$ cat src/rtl/frame_config_sequencer_if.sv
// Bitstream-side stream and column-side frame outputs of the frame sequencer.
interface frame_config_sequencer_if #(
    parameter int MaxFramesPerCol = 20,
    parameter int FrameBitsPerRow = 32,
    parameter int NumRows         = 4
);
    localparam int IdxW = $clog2(MaxFramesPerCol);

    logic                                 start;
    logic                                 abort;
    logic                                 s_valid;
    logic                                 s_ready;
    logic [FrameBitsPerRow-1:0]           s_data;
    logic [NumRows*FrameBitsPerRow-1:0]   FrameData;
    logic [MaxFramesPerCol-1:0]           FrameStrobe;
    logic [IdxW-1:0]                      frame_idx;
    logic                                 busy;
    logic                                 done;

    modport slave (
        input  start, abort, s_valid, s_data,
        output s_ready, FrameData, FrameStrobe, frame_idx, busy, done
    );

    modport master (
        output start, abort, s_valid, s_data,
        input  s_ready, FrameData, FrameStrobe, frame_idx, busy, done
    );
endinterface

$ cat src/rtl/frame_config_sequencer.sv
// Assembles NumRows words into one frame, then strobes that frame into the
// column with a one-cycle hold gap, for every frame of the column.
module frame_config_sequencer #(
    parameter int MaxFramesPerCol = 20,
    parameter int FrameBitsPerRow = 32,
    parameter int NumRows         = 4
) (
    input  logic                     UserCLK,
    input  logic                     resetn,
    frame_config_sequencer_if.slave  bus
);
    localparam int IdxW = $clog2(MaxFramesPerCol);
    localparam int RowW = (NumRows > 1) ? $clog2(NumRows) : 1;

    typedef enum logic [2:0] {S_IDLE, S_LOAD, S_STROBE, S_HOLD, S_DONE} state_t;

    state_t                             r_state;
    state_t                             w_next;
    logic [RowW-1:0]                    r_row;
    logic [IdxW-1:0]                    r_idx;
    logic [NumRows*FrameBitsPerRow-1:0] r_data;
    logic [MaxFramesPerCol-1:0]         r_strobe;
    logic                               r_busy;
    logic                               r_done;
    logic                               w_ready;
    logic                               w_accept;
    logic                               w_last_row;
    logic                               w_last_frame;

    // abort gates s_ready so a word offered alongside it is never consumed
    assign w_ready      = (r_state == S_LOAD) && !bus.abort;
    assign w_accept     = w_ready && bus.s_valid;
    assign w_last_row   = (r_row == RowW'(NumRows - 1));
    assign w_last_frame = (r_idx == IdxW'(MaxFramesPerCol - 1));

    // Next-state decode; abort overrides every other input
    always_comb begin
        w_next = r_state;
        if (bus.abort) begin
            w_next = S_IDLE;
        end else begin
            case (r_state)
                S_IDLE:   if (bus.start) w_next = S_LOAD;
                S_LOAD:   if (w_accept && w_last_row) w_next = S_STROBE;
                S_STROBE: w_next = S_HOLD;
                S_HOLD:   w_next = w_last_frame ? S_DONE : S_LOAD;
                S_DONE:   w_next = S_IDLE;
                default:  w_next = S_IDLE;
            endcase
        end
    end

    // State, counters and registered outputs; reset and abort clear identically
    always_ff @(posedge UserCLK) begin
        if (!resetn || bus.abort) begin
            r_state  <= S_IDLE;
            r_row    <= '0;
            r_idx    <= '0;
            r_data   <= '0;
            r_strobe <= '0;
            r_busy   <= 1'b0;
            r_done   <= 1'b0;
        end else begin
            r_state  <= w_next;
            r_busy   <= (w_next != S_IDLE);
            r_done   <= (w_next == S_DONE);
            // frame index is stable from LOAD through HOLD, so it selects the strobe
            r_strobe <= (w_next == S_STROBE) ? (MaxFramesPerCol'(1) << r_idx) : '0;
            case (r_state)
                S_IDLE: begin
                    if (bus.start) begin
                        r_idx <= '0;
                        r_row <= '0;
                    end
                end
                S_LOAD: begin
                    if (w_accept) begin
                        r_data[r_row*FrameBitsPerRow +: FrameBitsPerRow] <= bus.s_data;
                        r_row <= w_last_row ? '0 : r_row + 1'b1;
                    end
                end
                S_HOLD: begin
                    if (!w_last_frame) r_idx <= r_idx + 1'b1;
                end
                S_DONE: begin
                    r_idx <= '0;
                end
                default: ;
            endcase
        end
    end

    assign bus.s_ready     = w_ready;
    assign bus.FrameData   = r_data;
    assign bus.FrameStrobe = r_strobe;
    assign bus.frame_idx   = r_idx;
    assign bus.busy        = r_busy;
    assign bus.done        = r_done;
endmodule

$ cat src/flat_wrapper.sv
// flat-port wrapper written by rule: the top's interface ports become plain ports
module frame_config_sequencer_flat 
#(
    parameter int MaxFramesPerCol = 20,
    parameter int FrameBitsPerRow = 32,
    parameter int NumRows         = 4
)
  (UserCLK, resetn, bus_start, bus_abort, bus_s_valid, bus_s_data, bus_s_ready, bus_FrameData, bus_FrameStrobe, bus_frame_idx, bus_busy, bus_done);
  frame_config_sequencer_if #(.MaxFramesPerCol(MaxFramesPerCol), .FrameBitsPerRow(FrameBitsPerRow), .NumRows(NumRows)) bus_i ();
  input  logic UserCLK;
  input  logic resetn;
  input wire logic [$bits(bus_i.start)-1:0] bus_start;
  input wire logic [$bits(bus_i.abort)-1:0] bus_abort;
  input wire logic [$bits(bus_i.s_valid)-1:0] bus_s_valid;
  input wire logic [$bits(bus_i.s_data)-1:0] bus_s_data;
  output wire logic [$bits(bus_i.s_ready)-1:0] bus_s_ready;
  output wire logic [$bits(bus_i.FrameData)-1:0] bus_FrameData;
  output wire logic [$bits(bus_i.FrameStrobe)-1:0] bus_FrameStrobe;
  output wire logic [$bits(bus_i.frame_idx)-1:0] bus_frame_idx;
  output wire logic [$bits(bus_i.busy)-1:0] bus_busy;
  output wire logic [$bits(bus_i.done)-1:0] bus_done;
  assign bus_i.start = bus_start;
  assign bus_i.abort = bus_abort;
  assign bus_i.s_valid = bus_s_valid;
  assign bus_i.s_data = bus_s_data;
  assign bus_s_ready = bus_i.s_ready;
  assign bus_FrameData = bus_i.FrameData;
  assign bus_FrameStrobe = bus_i.FrameStrobe;
  assign bus_frame_idx = bus_i.frame_idx;
  assign bus_busy = bus_i.busy;
  assign bus_done = bus_i.done;
  frame_config_sequencer #(.MaxFramesPerCol(MaxFramesPerCol), .FrameBitsPerRow(FrameBitsPerRow), .NumRows(NumRows)) u_core (.UserCLK(UserCLK), .resetn(resetn), .bus(bus_i));
endmodule
$ cat config.mk
export PLATFORM = sky130hd
export DESIGN_NAME = frame_config_sequencer_flat
export DESIGN_NICKNAME = d
export VERILOG_FILES = /design/src/rtl/frame_config_sequencer_if.sv /design/src/rtl/frame_config_sequencer.sv /design/src/flat_wrapper.sv
export SDC_FILE = /design/constraint.sdc
export NUM_CORES = 1
export LEC_CHECK = 0
export BUFFER_PORTS_ARGS = -buffer_cell sky130_fd_sc_hd__buf_2
export CORE_MARGIN = 2
export CORE_UTILIZATION = 50
export DETAILED_ROUTE_END_ITERATION = 10
export PLACE_DENSITY = 0.84
export SKIP_LAST_GASP = 1
export SYNTH_ARGS = -nofsm -noshare
export SYNTH_HDL_FRONTEND = slang
export SYNTH_SLANG_ARGS = --single-unit
$ cat constraint.sdc
create_clock -name UserCLK -period 5.36 [get_ports UserCLK]
set_input_delay 1.072 -clock UserCLK [delete_from_list [all_inputs] [get_ports UserCLK]]
set_output_delay 1.072 -clock UserCLK [all_outputs]
set_load 0.005 [all_outputs]
## Word level (Yosys, flattened, before mapping)

Cells that the tools add are included.
W data, S select, Z words.

| storage, ports and cells | value |
|---|---|
| register bits | 160 |
| input port bits | 37 |
| output and inout bits | 156 |
| logic and storage cells | 52 |

| cells by class | value |
|---|---|
| add/sub/neg operators | 3 |
| eq/ne operators | 11 |
| shift operators | 3 |
| multiplexer cells | 13 |
| bitwise gates (word level) | 1 |
| reduce and logical (&&, ||, !) cells | 14 |

Operators with widths:

| operator | number |
|---|---|
| $bwmux W128 | 1 |
| $shift A32 B34 Y128 const A | 1 |
| $shiftx A32 B34 Y128 | 1 |
| $neg A7 Y34 | 1 |
| $shl A1 B5 Y20 const A | 1 |
| $pmux W5 S3 | 1 |
| $mux W3 | 4 |
| $pmux W3 S4 | 1 |
| $mux W5 | 2 |
| $eq A3 B2 Y1 const B | 3 |
| $eq A3 B3 Y1 const B | 2 |
| $mux W2 | 3 |
| $reduce_and A3 Y1 | 2 |
| $reduce_bool A3 Y1 | 2 |
| $add A5 B1 Y5 const B | 1 |
| $eq A5 B5 Y1 const B | 1 |
| $ne A2 B2 Y1 const B | 2 |
| $pmux W2 S2 | 1 |
| $eq A3 B1 Y1 const B | 1 |
| $logic_and A1 B1 Y1 | 3 |
| $logic_not A3 Y1 | 1 |
| $add A2 B1 Y2 const B | 1 |
| $eq A2 B2 Y1 const B | 1 |
| $logic_not A1 Y1 | 2 |
| 6 further kinds | 6 |

## Longest topological paths before layout

| depth | value |
|---|---|
| word-level depth | 10 |
| depth in mapped cells | 7 |
| gate-level depth less buffers | 5 |

## Worst setup path before layout

Ideal clock, no wire load.

| timing | value |
|---|---|
| kind | input to output |
| start | in bus_abort |
| end | out bus_s_ready |
| data arrival time | 1324 ps |
| required time | 4288 ps |
| path slack | 2964 ps |
| cell stages on the path | 2 |
| buffers on the path | 0 |
| cells stage by stage | inv_2 -> and3_1 |

| on the way | value |
|---|---|
| word-level cells in the longest chain between the ends | 2 |

Ends and longest elaborated chain:

| what | RTL line | source |
|---|---|---|
| from (decl) | flat_wrapper.sv:13 | `input wire logic [$bits(bus_i.abort)-1:0] bus_abort;` |
| $logic_not A1 Y1 | frame_config_sequencer.sv:31 | `assign w_ready = (r_state == S_LOAD) && !bus.abort;` |
| $logic_and A1 B1 Y1 | frame_config_sequencer.sv:31 |  |
| to (decl) | flat_wrapper.sv:16 | `output wire logic [$bits(bus_i.s_ready)-1:0] bus_s_ready;` |

No other way between the ends.

## Final worst setup path

Same ends and word-level chain as after synthesis.

==> run summary <==
Status: finished clean
Worst setup path class: in2out
Crit-path cells: buf_2 > inv_2 > and3_1 > buf_2
Placed Instance Area: 7530 sq um
Die W: 120 um
Global-route wire length before repair: 29300 um
Worst R2R Start: u_core.r_state[0]
Max Fclk: 0.362 GHz
Slew headroom: 0.156
Routed WL: 18300 um
Multi-input logic area: 3030 sq um
Gate Count Post-Synth: 734
Core area: 13200 sq um
Dpl hpwl: 11700 um
Power Density: 304 nW/um^2
Final setup fails: 0
H-tree Lvls: 4
Seq/Total Area, Yosys: 0.478
Period utilization: 0.515
Initial DRC Count: 607
Slowest CP cell: buf_2
Crit path time final: 2.76 ns
Fill cell total of the finished layout: 1142
Most frequent cells in the layout: buf_2 (192), dfxtp_1 (160), nand2_1 (73)
Routed vias: 6042
Non-Filler Instances: 1067
Dpl ws: 2.22 ns
Post-route cell area: 8110 sq um
Worst path max stage delay: 0.21 ns
Worst slew pin tran: 1.27 ns
RSZ-0062 raised after global routing: false
Post-synth net total: 782
HP Start: u_core.bus.FrameData[80]
Max_cap viols: 0
Cell mode on critical path: buf_2
FFs w/ async S/R, synth: 0
Largest net degree at the start of global routing: 77
Most common cell after layout, fill and taps aside: buf_2
Dpl cells: 1035
R2R setup slack: 2.67 ns
CTS clk-pin slew, worst paths: 0.06 ns
Post-synth EDFFs: 0
Initial antenna violation count: 0
R2r worst-path depth: 3
Hold WC Path Type: reg2reg
Ys flop type: dfxtp_1
Row Count: 42
Fraction of layout cells with a size suffix above 1: 0.279
DR WL/cell: 17.2 um
Setup_tns: 0 ns
Worst hold path endpoint: u_core.bus.FrameData[80]
CP arrival: 1.69 ns
Vias in the first global route: 5608
CP required: 4.29 ns
Final hold violation count: 0
Remaining DRCs: 0
Worst hold path depth: 2
RePlAce Congestion: 0.825
Chip height: 120 um
Sinks on the clock net: 160
CTS Hold Bufs: 0
Final #Nets: 926
Crit-path leading delay family: buffers and inverters
Post-CTS Repair Setup Buffers: 0
TritonCTS clock tree: built
Skew-Pair Late Insertion Delay: 0.44 ns
Post_cts resized: 0
Register bit total from synthesis: 160
Mapped Area: 6710 sq um
Vias per cell: 5.66
Worst path bufs/invs: 3
Max Root-Sink Buffers: 2
Crit. End Element: output port
Root Driver: clkbuf_16
Antenna Cells: 0
GRT Total Usage: 0.257
IO Count: 193
Starting density of the core: 0.508
Area grow syn2layout: 21.0%
Crit path max fanout: 8
Grt ovf: 0
DR pass1 iterations: 7
R2R Path End: u_core.bus.FrameData[21]
Slew Viols, Final: 0
Worst vdd ir: 0.000194 V
Number of synthesis warnings: 0
CP Launch Type: input port
Yosys cell types: 40
PnR worst setup slack: 2.60 ns
Layout Skew: 0.0112 ns
Seq. cell area: 3200 sq um
Post-route ant nets: 0
DIE AREA: 14400 sq um
CTS Buf Count: 17
Leak pwr: 3.66 nW
PortBufs: 192
Syn_area_per_cell: 9.14 sq um
metal layers:
metal | vias up | part of all wire | routed length (um) | global-route usage
met1 | 2808 | 0.42 | 7720 | 0.325
li1 | 2916 | - | - | -
met3 | 27 | 0.088 | 1600 | 0.0718
met2 | 291 | 0.47 | 8690 | 0.418
met5 | - | 0 | 0 | 0
met4 | 0 | 0.016 | 286 | 0.0985
worst reg2reg max path, stage by stage, from the launching register on:
cell	delay, ns
dfxtp_1	0.66
and4bb_4	0.91
nand3_4	0.66
mux2i_1	0.39
sequential cells by signal, indices dropped and copies added (netlist names):
| name | flops |
|---|---|
| u_core.bus.busy | 1 |
| u_core.r_state | 3 |
| u_core.bus.FrameStrobe | 20 |
| u_core.r_row | 2 |
| u_core.bus.done | 1 |
| u_core.bus.frame_idx | 5 |
| u_core.bus.FrameData | 128 |
power breakdown:
part / internal, mW / switching (mW)
sequential: 1.19 / 0.00269
combinational: 0.0256 / 0.0677
clock: 0.696 / 0.485
worst max-delay path by stage:
stage / from / to / slack [ns] / cells past startpoint
6_report: bus_abort / bus_s_ready / 2.60 / 4
4_1_cts: bus_abort / bus_s_ready / 2.60 / 4
3_3_place_gp: bus_s_valid / u_core.bus.FrameData[16] / 2.28 / 4
3_5_place_dp: bus_s_valid / u_core.bus.FrameData[10] / 2.22 / 4
2_1_floorplan: bus_abort / bus_s_ready / 2.96 / 2
5_1_grt: u_core.r_state[0] / u_core.bus.FrameData[27] / 2.43 / 3
per-stage QoR:
step	hold WS (ns)	utilization	power [mW]
after detailed placement	0.448	0.571	1.31
after floorplan	0.454	-	1.28
after CTS	0.457	0.615	2.48
after global routing	0.468	0.615	2.55
after global placement	0.441	0.571	1.31
final	0.454	0.615	2.47
kinds of logic (layout without fill, tap and decap cells):
kind of cell | Yosys count | count (layout) | share of synthesized area
simple gates | 265 | 265 | 0.213
flops | 160 | 160 | 0.478
compound gates | 144 | 144 | 0.111
buf+inv | 88 | 245 | 0.0784
mux | 66 | 66 | 0.0985
fa+ha+maj | 11 | 11 | 0.0205
Yosys cell counts, types with 2 or more instances:
library cell | count | area share
nor3b_2 | 4 | 0.0075
nand3b_1 | 2 | 0.0022
and4b_1 | 2 | 0.0030
o21ai_1 | 17 | 0.013
nand2b_1 | 3 | 0.0028
buf_12 | 7 | 0.021
nor4_1 | 6 | 0.0056
ha_1 | 11 | 0.021
and3b_1 | 2 | 0.0026
nor3_1 | 6 | 0.0045
o21ai_0 | 49 | 0.037
buf_6 | 7 | 0.012
nor2_1 | 15 | 0.0084
dfxtp_1 | 160 | 0.48
mux2i_1 | 66 | 0.099
clkbuf_1 | 38 | 0.021
nand2_1 | 74 | 0.041
a21oi_1 | 70 | 0.052
a31o_2 | 2 | 0.0026
buf_2 | 20 | 0.015
inv_1 | 11 | 0.0062
buf_1 | 3 | 0.0017
nor2b_1 | 3 | 0.0028
nand3_4 | 2 | 0.0052
nand3_1 | 68 | 0.051
nand4bb_1 | 2 | 0.0034
nand4_1 | 71 | 0.066
layout make-up:
| type | count | area share |
|---|---|---|
| Clock buffer | 19 | 0.0546 |
| Clock inverter | 13 | 0.0173 |
| Inverter | 12 | 0.00555 |
| Multi-Input combinational cell | 486 | 0.374 |
| Sequential cell | 160 | 0.395 |
| Tap cell | 176 | 0.0271 |
| Timing Repair Buffer | 201 | 0.127 |
Note: power is estimated with default switching activity, not from simulation.
